### src/rtl/vend_pkg.sv
// Shared vending-machine types: coin denominations, dispenser states and product prices.
// Used by the money manager and the change dispenser.
package vend_pkg;

  localparam int unsigned NUM_DENOM = 4;

  typedef enum logic [1:0] {
    COIN_1  = 2'b00,
    COIN_2  = 2'b01,
    COIN_5  = 2'b10,
    COIN_10 = 2'b11
  } denom_e;

  typedef enum logic [2:0] {
    ST_IDLE,
    ST_SELECT,
    ST_ISSUE,
    ST_DONE,
    ST_FAULT
  } disp_state_e;

  // Product prices in rupees, shared with the money manager.
  localparam int unsigned PRICE_WATER = 10;
  localparam int unsigned PRICE_CANDY = 12;
  localparam int unsigned PRICE_CHIPS = 15;
  localparam int unsigned PRICE_SODA  = 25;

  function automatic logic [3:0] coin_value(denom_e d);
    unique case (d)
      COIN_1:  coin_value = 4'd1;
      COIN_2:  coin_value = 4'd2;
      COIN_5:  coin_value = 4'd5;
      default: coin_value = 4'd10;
    endcase
  endfunction

endpackage

### src/rtl/coin_stock.sv
// Per-denomination coin stock counters for the change dispenser.
// Counters load INIT_STOCK at reset or refill and decrement once per acknowledged coin.
module coin_stock
  import vend_pkg::*;
#(
  parameter int unsigned INV_W      = 8,
  parameter int unsigned INIT_STOCK = 50
) (
  input  logic                 clk,
  input  logic                 reset_n,
  input  logic                 refill_i,
  input  logic                 dec_i,
  input  denom_e               denom_i,
  output logic [NUM_DENOM-1:0] empty_o
);

  logic [INV_W-1:0] stock_q [NUM_DENOM];

  // NOTE: this small array is a bank of counters that must start full, so every
  // entry is reset; a real RAM would normally be left out of the reset.
  always_ff @(posedge clk or negedge reset_n) begin
    if (!reset_n) begin
      for (int i = 0; i < NUM_DENOM; i++) stock_q[i] <= INV_W'(INIT_STOCK);
    end else if (refill_i) begin
      for (int i = 0; i < NUM_DENOM; i++) stock_q[i] <= INV_W'(INIT_STOCK);
    end else if (dec_i && (stock_q[denom_i] != '0)) begin
      stock_q[denom_i] <= stock_q[denom_i] - INV_W'(1);
    end
  end

  always_comb begin
    for (int i = 0; i < NUM_DENOM; i++) empty_o[i] = (stock_q[i] == '0);
  end

endmodule

### src/rtl/change_dispenser.sv
// Greedy Rs10/5/2/1 change payout with a per-coin valid/ack handshake to the coin hopper.
// Define COIN_INVENTORY_EN to track per-denomination stock and report shortfall.
module change_dispenser
  import vend_pkg::*;
#(
  parameter int unsigned CHANGE_W    = 8,
  parameter int unsigned ACK_TIMEOUT = 16,
  parameter int unsigned INV_W       = 8,
  parameter int unsigned INIT_STOCK  = 50
) (
  input  logic                clk,
  input  logic                reset_n,
  input  logic                start,
  input  logic [CHANGE_W-1:0] change_in,
  output logic                busy,
  output logic                coin_valid,
  output logic [1:0]          coin_denom,
  input  logic                coin_ack,
  output logic [CHANGE_W-1:0] remaining,
  output logic                done,
  output logic                fault,
  output logic                shortfall,
  input  logic                refill
);

  localparam int unsigned TMR_W = (ACK_TIMEOUT > 1) ? $clog2(ACK_TIMEOUT) : 1;

  disp_state_e         state_q, state_d;
  logic [CHANGE_W-1:0] remaining_q, remaining_d;
  denom_e              denom_q, denom_d;
  logic                busy_q, busy_d;
  logic                valid_q, valid_d;
  logic                done_q, done_d;
  logic                fault_q, fault_d;
  logic                short_q, short_d;
  logic [TMR_W-1:0]    timer_q, timer_d;

  logic [NUM_DENOM-1:0] stock_empty;
  logic                 stock_dec;
  logic                 sel_ok;
  denom_e               sel_denom;
  logic [CHANGE_W-1:0]  paid_left;

`ifdef COIN_INVENTORY_EN
  coin_stock #(
    .INV_W      (INV_W),
    .INIT_STOCK (INIT_STOCK)
  ) u_coin_stock (
    .clk      (clk),
    .reset_n  (reset_n),
    .refill_i (refill && (state_q == ST_IDLE)),
    .dec_i    (stock_dec),
    .denom_i  (denom_q),
    .empty_o  (stock_empty)
  );
  assign shortfall = short_q;
`else
  assign stock_empty = '0;
  assign shortfall   = 1'b0;
  wire unused_inv = &{1'b0, refill, stock_dec, short_q, INV_W[0], INIT_STOCK[0]};
`endif

  // Largest coin that fits the balance and is still in stock.
  always_comb begin
    sel_ok    = 1'b1;
    sel_denom = COIN_1;
    if (remaining_q >= CHANGE_W'(coin_value(COIN_10)) && !stock_empty[COIN_10]) begin
      sel_denom = COIN_10;
    end else if (remaining_q >= CHANGE_W'(coin_value(COIN_5)) && !stock_empty[COIN_5]) begin
      sel_denom = COIN_5;
    end else if (remaining_q >= CHANGE_W'(coin_value(COIN_2)) && !stock_empty[COIN_2]) begin
      sel_denom = COIN_2;
    end else if (remaining_q >= CHANGE_W'(coin_value(COIN_1)) && !stock_empty[COIN_1]) begin
      sel_denom = COIN_1;
    end else begin
      sel_ok = 1'b0;
    end
  end

  assign paid_left = remaining_q - CHANGE_W'(coin_value(denom_q));

  // NOTE: every signal driven here gets a default first, so no path can leave
  // one unassigned and infer a latch.
  always_comb begin
    state_d     = state_q;
    remaining_d = remaining_q;
    denom_d     = denom_q;
    busy_d      = busy_q;
    valid_d     = valid_q;
    done_d      = 1'b0;
    fault_d     = fault_q;
    short_d     = short_q;
    timer_d     = timer_q;
    stock_dec   = 1'b0;

    unique case (state_q)
      ST_IDLE: begin
        if (start) begin
          remaining_d = change_in;
          fault_d     = 1'b0;
          short_d     = 1'b0;
          busy_d      = 1'b1;
          state_d     = (change_in == '0) ? ST_DONE : ST_SELECT;
        end
      end
      ST_SELECT: begin
        if (sel_ok) begin
          denom_d = sel_denom;
          valid_d = 1'b1;
          timer_d = '0;
          state_d = ST_ISSUE;
        end else begin
          short_d = 1'b1;
          done_d  = 1'b1;
          state_d = ST_DONE;
        end
      end
      ST_ISSUE: begin
        if (coin_ack) begin
          remaining_d = paid_left;
          stock_dec   = 1'b1;
          valid_d     = 1'b0;
          timer_d     = '0;
          if (paid_left == '0) begin
            done_d  = 1'b1;
            state_d = ST_DONE;
          end else begin
            state_d = ST_SELECT;
          end
        end else if (timer_q == TMR_W'(ACK_TIMEOUT - 1)) begin
          valid_d = 1'b0;
          fault_d = 1'b1;
          timer_d = '0;
          state_d = ST_FAULT;
        end else begin
          timer_d = timer_q + TMR_W'(1);
        end
      end
      // The zero-change path arrives here without a pulse; coin paths already pulsed on entry.
      ST_DONE: begin
        done_d  = !done_q;
        busy_d  = 1'b0;
        state_d = ST_IDLE;
      end
      ST_FAULT: begin
        done_d  = 1'b1;
        busy_d  = 1'b0;
        state_d = ST_IDLE;
      end
      default: state_d = ST_IDLE;
    endcase
  end

  // NOTE: state registers use non-blocking assignments so every flop samples
  // pre-edge values, independent of statement order.
  always_ff @(posedge clk or negedge reset_n) begin
    if (!reset_n) begin
      state_q     <= ST_IDLE;
      remaining_q <= '0;
      denom_q     <= COIN_1;
      busy_q      <= 1'b0;
      valid_q     <= 1'b0;
      done_q      <= 1'b0;
      fault_q     <= 1'b0;
      short_q     <= 1'b0;
      timer_q     <= '0;
    end else begin
      state_q     <= state_d;
      remaining_q <= remaining_d;
      denom_q     <= denom_d;
      busy_q      <= busy_d;
      valid_q     <= valid_d;
      done_q      <= done_d;
      fault_q     <= fault_d;
      short_q     <= short_d;
      timer_q     <= timer_d;
    end
  end

  assign busy       = busy_q;
  assign coin_valid = valid_q;
  assign coin_denom = denom_q;
  assign remaining  = remaining_q;
  assign done       = done_q;
  assign fault      = fault_q;

endmodule

### config.mk
export PLATFORM = sky130hd
export DESIGN_NAME = change_dispenser
export DESIGN_NICKNAME = d
export VERILOG_FILES = /design/src/rtl/vend_pkg.sv /design/src/rtl/coin_stock.sv /design/src/rtl/change_dispenser.sv
export SDC_FILE = /design/constraint.sdc
export NUM_CORES = 1
export LEC_CHECK = 0
export ABC_CLOCK_PERIOD_IN_PS = 4400
export CAP_MARGIN = 20
export CORE_UTILIZATION = 59
export CTS_BUF_LIST = sky130_fd_sc_hd__clkbuf_4 sky130_fd_sc_hd__clkbuf_8
export DETAILED_ROUTE_END_ITERATION = 7
export DONT_BUFFER_PORTS = 1
export PLACE_DENSITY = 0.82
export RECOVER_POWER = 100
export SETUP_SLACK_MARGIN = 0.05
export SKIP_CTS_REPAIR_TIMING = 1
export SYNTH_ARGS = -nofsm -noshare
export SYNTH_HDL_FRONTEND = slang
export SYNTH_HIERARCHICAL = 1
export SYNTH_SLANG_ARGS = --single-unit
### constraint.sdc
create_clock -name clk -period 4.4 [get_ports clk]
set_clock_uncertainty 0.05 [all_clocks]
set_input_delay 0.66 -clock clk [delete_from_list [all_inputs] [get_ports clk]]
set_output_delay 0.66 -clock clk [all_outputs]
set_load 0.03 [all_outputs]
# After elaboration in Yosys (flattened, before gate mapping)
# Index checks and enable logic that the tools add are counted.
dict set report op_classes {
  n_reduce_logical 16
  n_addsub 2
  mux 36
  n_eq_ne 13
  order_cmp 4
}
# op n
set op_table {}
lappend op_table {{logical NOT 8 bit} 2}
lappend op_table {{two-way mux 1 bit} 16}
lappend op_table {{two-way mux 8 bit} 2}
lappend op_table {{case mux 8 bit (2 select lines)} 1}
lappend op_table {{two-way mux 4 bit} 3}
lappend op_table {{case mux 4 bit (3 select lines)} 1}
lappend op_table {{inequality test 2 bit (second input constant)} 5}
lappend op_table {{two-way mux 3 bit} 3}
lappend op_table {{case mux 3 bit (3 select lines)} 1}
lappend op_table {{>= comparator 8 x 1 -> 1 bit (second input constant)} 1}
lappend op_table {{>= comparator 8 x 2 -> 1 bit (second input constant)} 1}
lappend op_table {{>= comparator 8 x 3 -> 1 bit (second input constant)} 1}
lappend op_table {{>= comparator 8 x 4 -> 1 bit (second input constant)} 1}
lappend op_table {{two-way mux 2 bit} 4}
lappend op_table {{case mux 4 bit (2 select lines)} 1}
lappend op_table {{AND reduction 2 bit} 4}
lappend op_table {{subtractor 8 x 4 -> 8 bit} 1}
lappend op_table {{== test 3 x 2 -> 1 bit (second input constant)} 2}
lappend op_table {{case mux 1 bit (2 select lines)} 3}
lappend op_table {{AND reduction 3 bit} 2}
lappend op_table {{nonzero test 2 bit} 3}
lappend op_table {{adder 4 x 1 -> 4 bit (second input constant)} 1}
lappend op_table {{== test 4 bit (second input constant)} 1}
lappend op_table {{case mux 1 bit (4 select lines)} 1}
lappend op_table {{other kinds (10)} 10}
dict set report totals {
  regBits 21
}

# Logic depth before layout (Yosys ltp)
# Gate-level depths: netlist of the first run.
dict set report depth {
  word_depth 7
  ltp_mapped 9
  ltp_nobuf 9
}

# Worst setup path after synthesis of the first run
# No wires, ideal clock.
dict set report synth_timing {
  path_type {reg-to-reg}
  startpoint {register denom_q[0] (netlist: coin_denom[0])}
  endpoint {register state_q[1]}
  setup_time_ns 0.087
  slack_ns 1.970
  arrival_time_ns 2.293
  n_path_buf 0
  stages_incl_launch_ff 10
  cell_sequence {dfrtp_1 > inv_1 > ha_1 > inv_1 > fa_1 > a21o_1 > a2111oi_4 > xnor2_1 > nand4_1 > o211ai_1}
}
dict set report synth_via {
  elab_chain_len 7
  word_cells_on_any_way 9
  cone_classes {add/sub: 1; eq/ne: 2; mux: 4; reduce/logical: 2}
}
# item line_no
set synth_rtl {}
lappend synth_rtl {{start, declared} change_dispenser.sv:30} ;# denom_e denom_q, denom_d;
lappend synth_rtl {{start signal, assigned} change_dispenser.sv:170} ;# denom_q <= denom_d;
lappend synth_rtl {{== test 2 bit (tied with other cells)} vend_pkg.sv:29} ;# unique case (d)
lappend synth_rtl {{case mux 4 bit (3 select lines) (*)} vend_pkg.sv:29}
lappend synth_rtl {{subtractor 8 x 4 -> 8 bit (*)} change_dispenser.sv:80} ;# assign paid_left = remaining_q - CHANGE_W'(coin_value(denom_q));
lappend synth_rtl {{logical NOT 8 bit (*)} change_dispenser.sv:124} ;# if (paid_left == '0) begin
lappend synth_rtl {{two-way mux 2 bit (*)} change_dispenser.sv:124}
lappend synth_rtl {{two-way mux 3 bit (*)} change_dispenser.sv:119} ;# if (coin_ack) begin
lappend synth_rtl {{case mux 3 bit (3 select lines) (*)} change_dispenser.sv:96} ;# unique case (state_q)
lappend synth_rtl {{end signal, assigned} change_dispenser.sv:168} ;# state_q <= state_d;
lappend synth_rtl {{end, declared} change_dispenser.sv:28} ;# disp_state_e state_q, state_d;
# Every way passes the cells marked *; elsewhere a longest branch is shown, timed or not.
# A chain may end at the register's enable or synchronous reset.

# Worst setup path in the final report of the first run
dict set report layout_timing {
  startpoint {register denom_q[0] (netlist: coin_denom[0])}
  endpoint {register done_q (netlist: done)}
}
dict set report layout_via {
  elab_chain_len 7
  word_cells_on_any_way 9
  cone_classes {add/sub: 1; eq/ne: 2; mux: 4; reduce/logical: 2}
}
# item line_no
set layout_rtl {}
lappend layout_rtl {{== test 2 bit (tied with other cells)} vend_pkg.sv:29}
lappend layout_rtl {{case mux 4 bit (3 select lines) (*)} vend_pkg.sv:29}
lappend layout_rtl {{subtractor 8 x 4 -> 8 bit (*)} change_dispenser.sv:80}
lappend layout_rtl {{logical NOT 8 bit (*)} change_dispenser.sv:124}
lappend layout_rtl {{two-way mux 1 bit (*)} change_dispenser.sv:124}
lappend layout_rtl {{two-way mux 1 bit (*)} change_dispenser.sv:119}
lappend layout_rtl {{case mux 1 bit (4 select lines) (*)} change_dispenser.sv:96}
lappend layout_rtl {{named net done_d} change_dispenser.sv:33} ;# logic done_q, done_d;
lappend layout_rtl {{end signal, assigned} change_dispenser.sv:173} ;# done_q <= done_d;
lappend layout_rtl {{end, declared} change_dispenser.sv:33}
# Mark *: on every way through the listed nets, which the timed path passes. The rest lies on a longest branch.

==> results.py, run 1 <==
metrics = {
    "detailed_routing": {
        "routed_via_density": 6.41,
        "avgRoutedWirePerCell_um": 16.1,
        "ant_nets": 0,
        "routed_wl_um": 2900,
        "vias": 1153,
        "drt-pass1-iter-count": 4,
        "drc": 0,
        "drtIter0Drc": 30,
    },
    "critical_path": {
        "endpoint_kind": "flip-flop",
        "cp.required_ns": 4.57,
        "critPathMaxFanout": 4,
        "path_class": "flip-flop to flip-flop",
        "start_kind": "flip-flop",
        "cp.arrival_ns": 3.09,
    },
    "cts": {
        "clk_pin_slew_ns": 0.12,
        "cts_sinks": 21,
        "cts_tree": "done",
        "clkLatencyLatePin_ns": 0.30,
        "cts-root-buf": "clkbuf_4",
        "h-tree-depth": 1,
        "cts_buffer_depth": 2,
        "numCtsBuffers": 3,
    },
    "layout": {
        "layout-drive-gt1-share": 0.0526,
        "syn_to_final_growth_pct": 0.361,
        "fillers": 201,
        "fin_nets": 173,
        "multiInputGateArea_um2": 762,
        "final_cells": 180,
        "insertedDiodeCount": 0,
        "regArea_um2": 526,
    },
    "grt": {
        "grtUsageTotal": 0.256,
        "grt_pass1_vias": 1114,
        "grt_max_degree": 22,
        "antenna_found_initial": 0,
        "grt_pass1_wl_um": 4850,
        "grt_overflow": 0,
    },
    "timing": {
        "tightest_slew_ns": 1.66,
        "drv_slew": 16,
        "hold_violations": 0,
        "period_needed_ns": 2.92,
        "setup_viol": 0,
        "fmax_ghz": 0.343,
        "grt_setup_unrepaired": "no",
        "fin_crit_sh": 0.663,
        "tns_ns": 0,
        "relSlewSlack": -0.118,
    },
    "floorplan": {
        "row_count": 17,
        "start_util": 0.626,
        "fp.coreArea_um2": 2210,
        "fp.dieW_um": 50.5,
        "io_pins": 28,
        "die_h_um": 50.5,
        "die-area_um2": 2550,
    },
    "yosys": {
        "netlist.area_leader.share": 0.379,
        "ys_ff_latch": 21,
        "synth.most_common_cell": "dfrtp_1",
        "yosys-top-cells-area": "dfrtp_1 (38%), ha_1 (5.4%), o21ai_0 (4.7%)",
        "async_flop_share": 1.00,
        "synth_top_area_cell": "dfrtp_1",
        "yosysWarnings": 6,
        "synth.avg_cell_area_um2": 9.05,
        "synth_nets": 173,
        "synth_edf_count": 0,
        "synth_commonest_cells": "dfrtp_1 (21), nand2_1 (17), nor2_1 (14)",
        "synth_area_um2": 1390,
        "ys.flop_type": "dfrtp_1",
        "synthCells": 153,
        "synth_seq_area_share": 0.379,
        "ys_types": 45,
    },
    "outcome": {
        "outcome": "finished with violations",
        "failed_checks": "max-capacitance violations, max-slew violations",
    },
    "power_and_ir_drop": {
        "ir_drop_mv": 0.581,
        "power_density_nw_per_um2": 834,
        "leakage_nw": 0.624,
    },
    "placement": {
        "place_congestion": 0.827,
        "dpl.hpwl_um": 2140,
        "dp.cells": 175,
        "port_buffers": 0,
    },
    "hold_path": {
        "hold_class": "flip-flop to flip-flop",
    },
    "job": {
        "maxCapViolCount": 1,
    },
}
-- report_power, final --
| part | total, mW | leakage [nW] | internal (mW) | switching (mW) |
|---|---|---|---|---|
| Sequential | 0.496 | 0.261 | 0.262 | 0.234 |
| Clock | 0.0941 | 0.0177 | 0.0338 | 0.0603 |
| Combinational | 0.569 | 0.345 | 0.249 | 0.320 |
-- layer usage --
layer / global-route usage / share of wire
met5: 0 / 0
met4: 0.111 / 0.0090
met3: 0.0576 / 0.073
met2: 0.411 / 0.47
met1: 0.331 / 0.45
-- kinds of logic (layout without fill, tap and decap cells) --
kind of cell | count (synthesis) | count (layout) | synth area share
XOR/XNOR | 5 | 5 | 0.0316
buffers and inverters | 14 | 13 | 0.0506
AO/OA/AOI/OAI | 50 | 50 | 0.246
other | 1 | 1 | 0.00271
multiplexers | 2 | 2 | 0.0154
adder cells (fa/ha/maj) | 7 | 7 | 0.0687
flip-flops | 21 | 21 | 0.379
AND/OR/NAND/NOR | 53 | 53 | 0.206
-- worst paths after layout --
| path | slack (ns) | cells past startpoint | endpoint | from |
|---|---|---|---|---|
| min | 0.43 | 1 | timer_q[3] | timer_q[3] |
| min in group asynchronous | 0.88 | 1 | done | reset_n |
| max reg2reg | 1.48 | 9 | done | coin_denom[0] |
| max in group asynchronous | 2.86 | 1 | remaining[3] | reset_n |
| max | 1.48 | 9 | done | coin_denom[0] |
| min reg2reg | 0.43 | 1 | timer_q[3] | timer_q[3] |
-- cell type report --
class | instances | area share
Multi-Input combinational cell | 118 | 0.548
Timing Repair Buffer | 1 | 0.00720
Inverter | 8 | 0.0216
Clock buffer | 3 | 0.0162
Tap cell | 28 | 0.0252
Sequential cell | 21 | 0.378
Clock inverter | 1 | 0.00360
-- sequential cells by signal, summed over array words and instances (netlist names) --
| name | cells |
|---|---|
| done | 1 |
| state_q | 3 |
| coin_denom | 2 |
| coin_valid | 1 |
| timer_q | 4 |
| fault | 1 |
| busy | 1 |
| remaining | 8 |
-- worst max-delay path, cell delays in order (launching register included) --
cell       delay (ns)
dfrtp_1          0.54
inv_1            0.21
ha_1             0.23
inv_1            0.07
fa_1             0.40
a21o_1           0.19
a2111oi_0        0.54
xnor2_1          0.23
nand4_1          0.17
o21ai_0          0.21
-- stage by stage --
stage	util	area, µm²	hold slack [ns]	setup slack (ns)	total power, mW
5_1_grt	0.628	1390	0.479	1.22	1.26
4_1_cts	0.636	1410	-0.0269	1.68	1.19
3_5_place_dp	0.624	1380	0.315	1.71	1.10
3_3_place_gp	0.624	1380	0.315	1.76	1.07
6_report	0.628	1390	0.430	1.48	1.16
2_1_floorplan	-	1390	0.314	1.97	0.986
-- cell usage in the layout (no fill, tap or decap), types with 3 or more instances in the layout --
master,n
nor2_1,14
nand2_1,17
a21oi_1,12
nor4_1,3
a21o_1,6
o21ai_0,16
xnor2_1,5
inv_1,8
dfrtp_1,21
clkbuf_4,3
ha_1,6
Power figures use the tool's default switching activity.
==> inputs of run 2 (changes only) <==
--- a/config.mk
+++ b/config.mk
@@ -5,13 +5,13 @@
 export SDC_FILE = /design/constraint.sdc
 export NUM_CORES = 1
 export LEC_CHECK = 0
-export ABC_CLOCK_PERIOD_IN_PS = 4400
+export ABC_CLOCK_PERIOD_IN_PS = 2400
 export CAP_MARGIN = 20
 export CORE_UTILIZATION = 59
 export CTS_BUF_LIST = sky130_fd_sc_hd__clkbuf_4 sky130_fd_sc_hd__clkbuf_8
 export DETAILED_ROUTE_END_ITERATION = 7
 export DONT_BUFFER_PORTS = 1
-export PLACE_DENSITY = 0.82
+export PLACE_DENSITY = 0.85
 export RECOVER_POWER = 100
 export SETUP_SLACK_MARGIN = 0.05
 export SKIP_CTS_REPAIR_TIMING = 1
==> constraint.sdc (replaced) <==
create_clock -name clk -period 2.4 [get_ports clk]
set_clock_uncertainty 0.05 [all_clocks]
set_input_delay 0.36 -clock clk [delete_from_list [all_inputs] [get_ports clk]]
set_output_delay 0.36 -clock clk [all_outputs]
set_load 0.03 [all_outputs]
==> results.py, run 2 (synthesized netlist as in run 1, its figures left out) <==
metrics = {
    "job": {
        "maxCapViolCount": 0,
    },
    "detailed_routing": {
        "routed_via_density": 6.34,
        "drt-pass1-iter-count": 4,
        "routed_wl_um": 3200,
        "ant_nets": 0,
        "avgRoutedWirePerCell_um": 16.8,
        "drtIter0Drc": 34,
        "drc": 0,
        "vias": 1204,
    },
    "timing": {
        "fmax_ghz": 0.441,
        "period_needed_ns": 2.27,
        "tightest_slew_ns": 1.16,
        "worst_slack_ns": 0.130,
        "relSlewSlack": 0.226,
        "drv_slew": 0,
        "fin_crit_sh": 0.946,
        "grt_setup_unrepaired": "no",
        "tns_ns": 0,
        "hold_violations": 0,
        "setup_viol": 0,
    },
    "power_and_ir_drop": {
        "leakage_nw": 0.655,
        "ir_drop_mv": 1.19,
        "p_total_mw": 2.36,
        "power_density_nw_per_um2": 1580,
    },
    "critical_path": {
        "path_class": "flip-flop to flip-flop",
        "start_kind": "flip-flop",
        "r2r_slack_ns": 0.13,
        "rr_worst_depth": 9,
        "cp.arrival_ns": 2.47,
        "critPathMaxFanout": 3,
        "r2r-end": "state_q[1]",
        "crit_start": "coin_denom[0]",
        "endpoint_kind": "flip-flop",
        "cp.required_ns": 2.60,
        "r2r-start": "coin_denom[0]",
        "crit_end": "state_q[1]",
    },
    "layout": {
        "fillers": 193,
        "regArea_um2": 527,
        "syn_to_final_growth_pct": 7.50,
        "final_area_um2": 1490,
        "largest_reg_flops": 8,
        "fin_nets": 183,
        "final_core_util": 0.673,
        "layout-drive-gt1-share": 0.130,
        "multiInputGateArea_um2": 803,
        "layout_commonest_cell": "dfrtp_1",
        "insertedDiodeCount": 0,
        "final_cell_mix": "dfrtp_1 (20), nand2_1 (17), o21ai_0 (15)",
    },
    "placement": {
        "place_area_um2": 1450,
        "place_congestion": 0.860,
        "place_ws_ns": 0.0623,
        "dpl.hpwl_um": 2390,
        "port_buffers": 0,
    },
    "grt": {
        "top_usage_layer": "met2",
        "grt_pass1_vias": 1160,
        "grtUsageTotal": 0.283,
        "grt_overflow": 0,
        "grt_max_degree": 22,
        "antenna_found_initial": 0,
        "use_met2": 0.436,
        "use_met1": 0.380,
        "met3_usage": 0.0636,
        "grt_pass1_wl_um": 5310,
    },
    "floorplan": {
        "io_pins": 28,
        "die_h_um": 50.5,
        "row_count": 17,
        "die-area_um2": 2550,
        "fp.dieW_um": 50.5,
        "start_util": 0.626,
        "fp.coreArea_um2": 2210,
    },
    "cts": {
        "numCtsBuffers": 3,
        "cts_sinks": 21,
        "h-tree-depth": 1,
        "cts_tree": "done",
        "cts-root-buf": "clkbuf_4",
        "cts_buffer_depth": 2,
        "clk_pin_slew_ns": 0.13,
        "clkLatencyLatePin_ns": 0.32,
    },
    "hold_path": {
        "hold_class": "primary input to flip-flop",
    },
    "outcome": {
        "outcome": "finished, final reports clean",
    },
}
[run 2: worst max-delay path, cell delays in order (launching register included)]
cell       delay (ns)
dfrtp_2          0.43
inv_2            0.08
ha_4             0.14
inv_1            0.05
fa_2             0.34
a21o_1           0.23
a2111oi_4        0.37
xnor2_2          0.19
nand4_1          0.15
o211ai_1         0.19
[run 2: layout make-up]
cell class	instances	area share
clock buffer	3	0.0151
clock inverter	1	0.00336
inverter	8	0.0202
multi-input combinational	118	0.539
sequential	21	0.354
tap	28	0.0235
timing repair buffer	11	0.0445
[run 2: layer usage]
metal / vias to the layer above / part of all wire
met2: 52 / 0.49
met3: 9 / 0.064
met4: 0 / 0.023
met1: 570 / 0.42
met5: - / 0
li1: 573 / -
[run 2: report_power, final]
part,switching (mW),total (mW),internal (mW)
logic,0.881,1.45,0.572
clock network,0.119,0.181,0.0624
registers,0.239,0.725,0.485
[run 2: worst min path at each step]
| stage | from | end | slack, ns | cells past startpoint |
|---|---|---|---|---|
| CTS | reset_n | coin_denom[0] | -0.34 | 0 |
| detailed placement | reset_n | coin_denom[1] | 0.01 | 0 |
| finish | change_in[0] | remaining[0] | 0.19 | 2 |
| floorplan | reset_n | busy | 0.01 | 0 |
| global placement | reset_n | coin_denom[1] | 0.01 | 0 |
| global route | change_in[0] | remaining[0] | 0.22 | 2 |
[run 2: stage by stage]
| step | hold slack, ns | instances |
|---|---|---|
| after floorplan | 0.0144 | 153 |
| after detailed placement | 0.0149 | 184 |
| after global placement | 0.0148 | 184 |
| final | 0.187 | 190 |
| after CTS | -0.338 | 188 |
| after global routing | 0.223 | 190 |
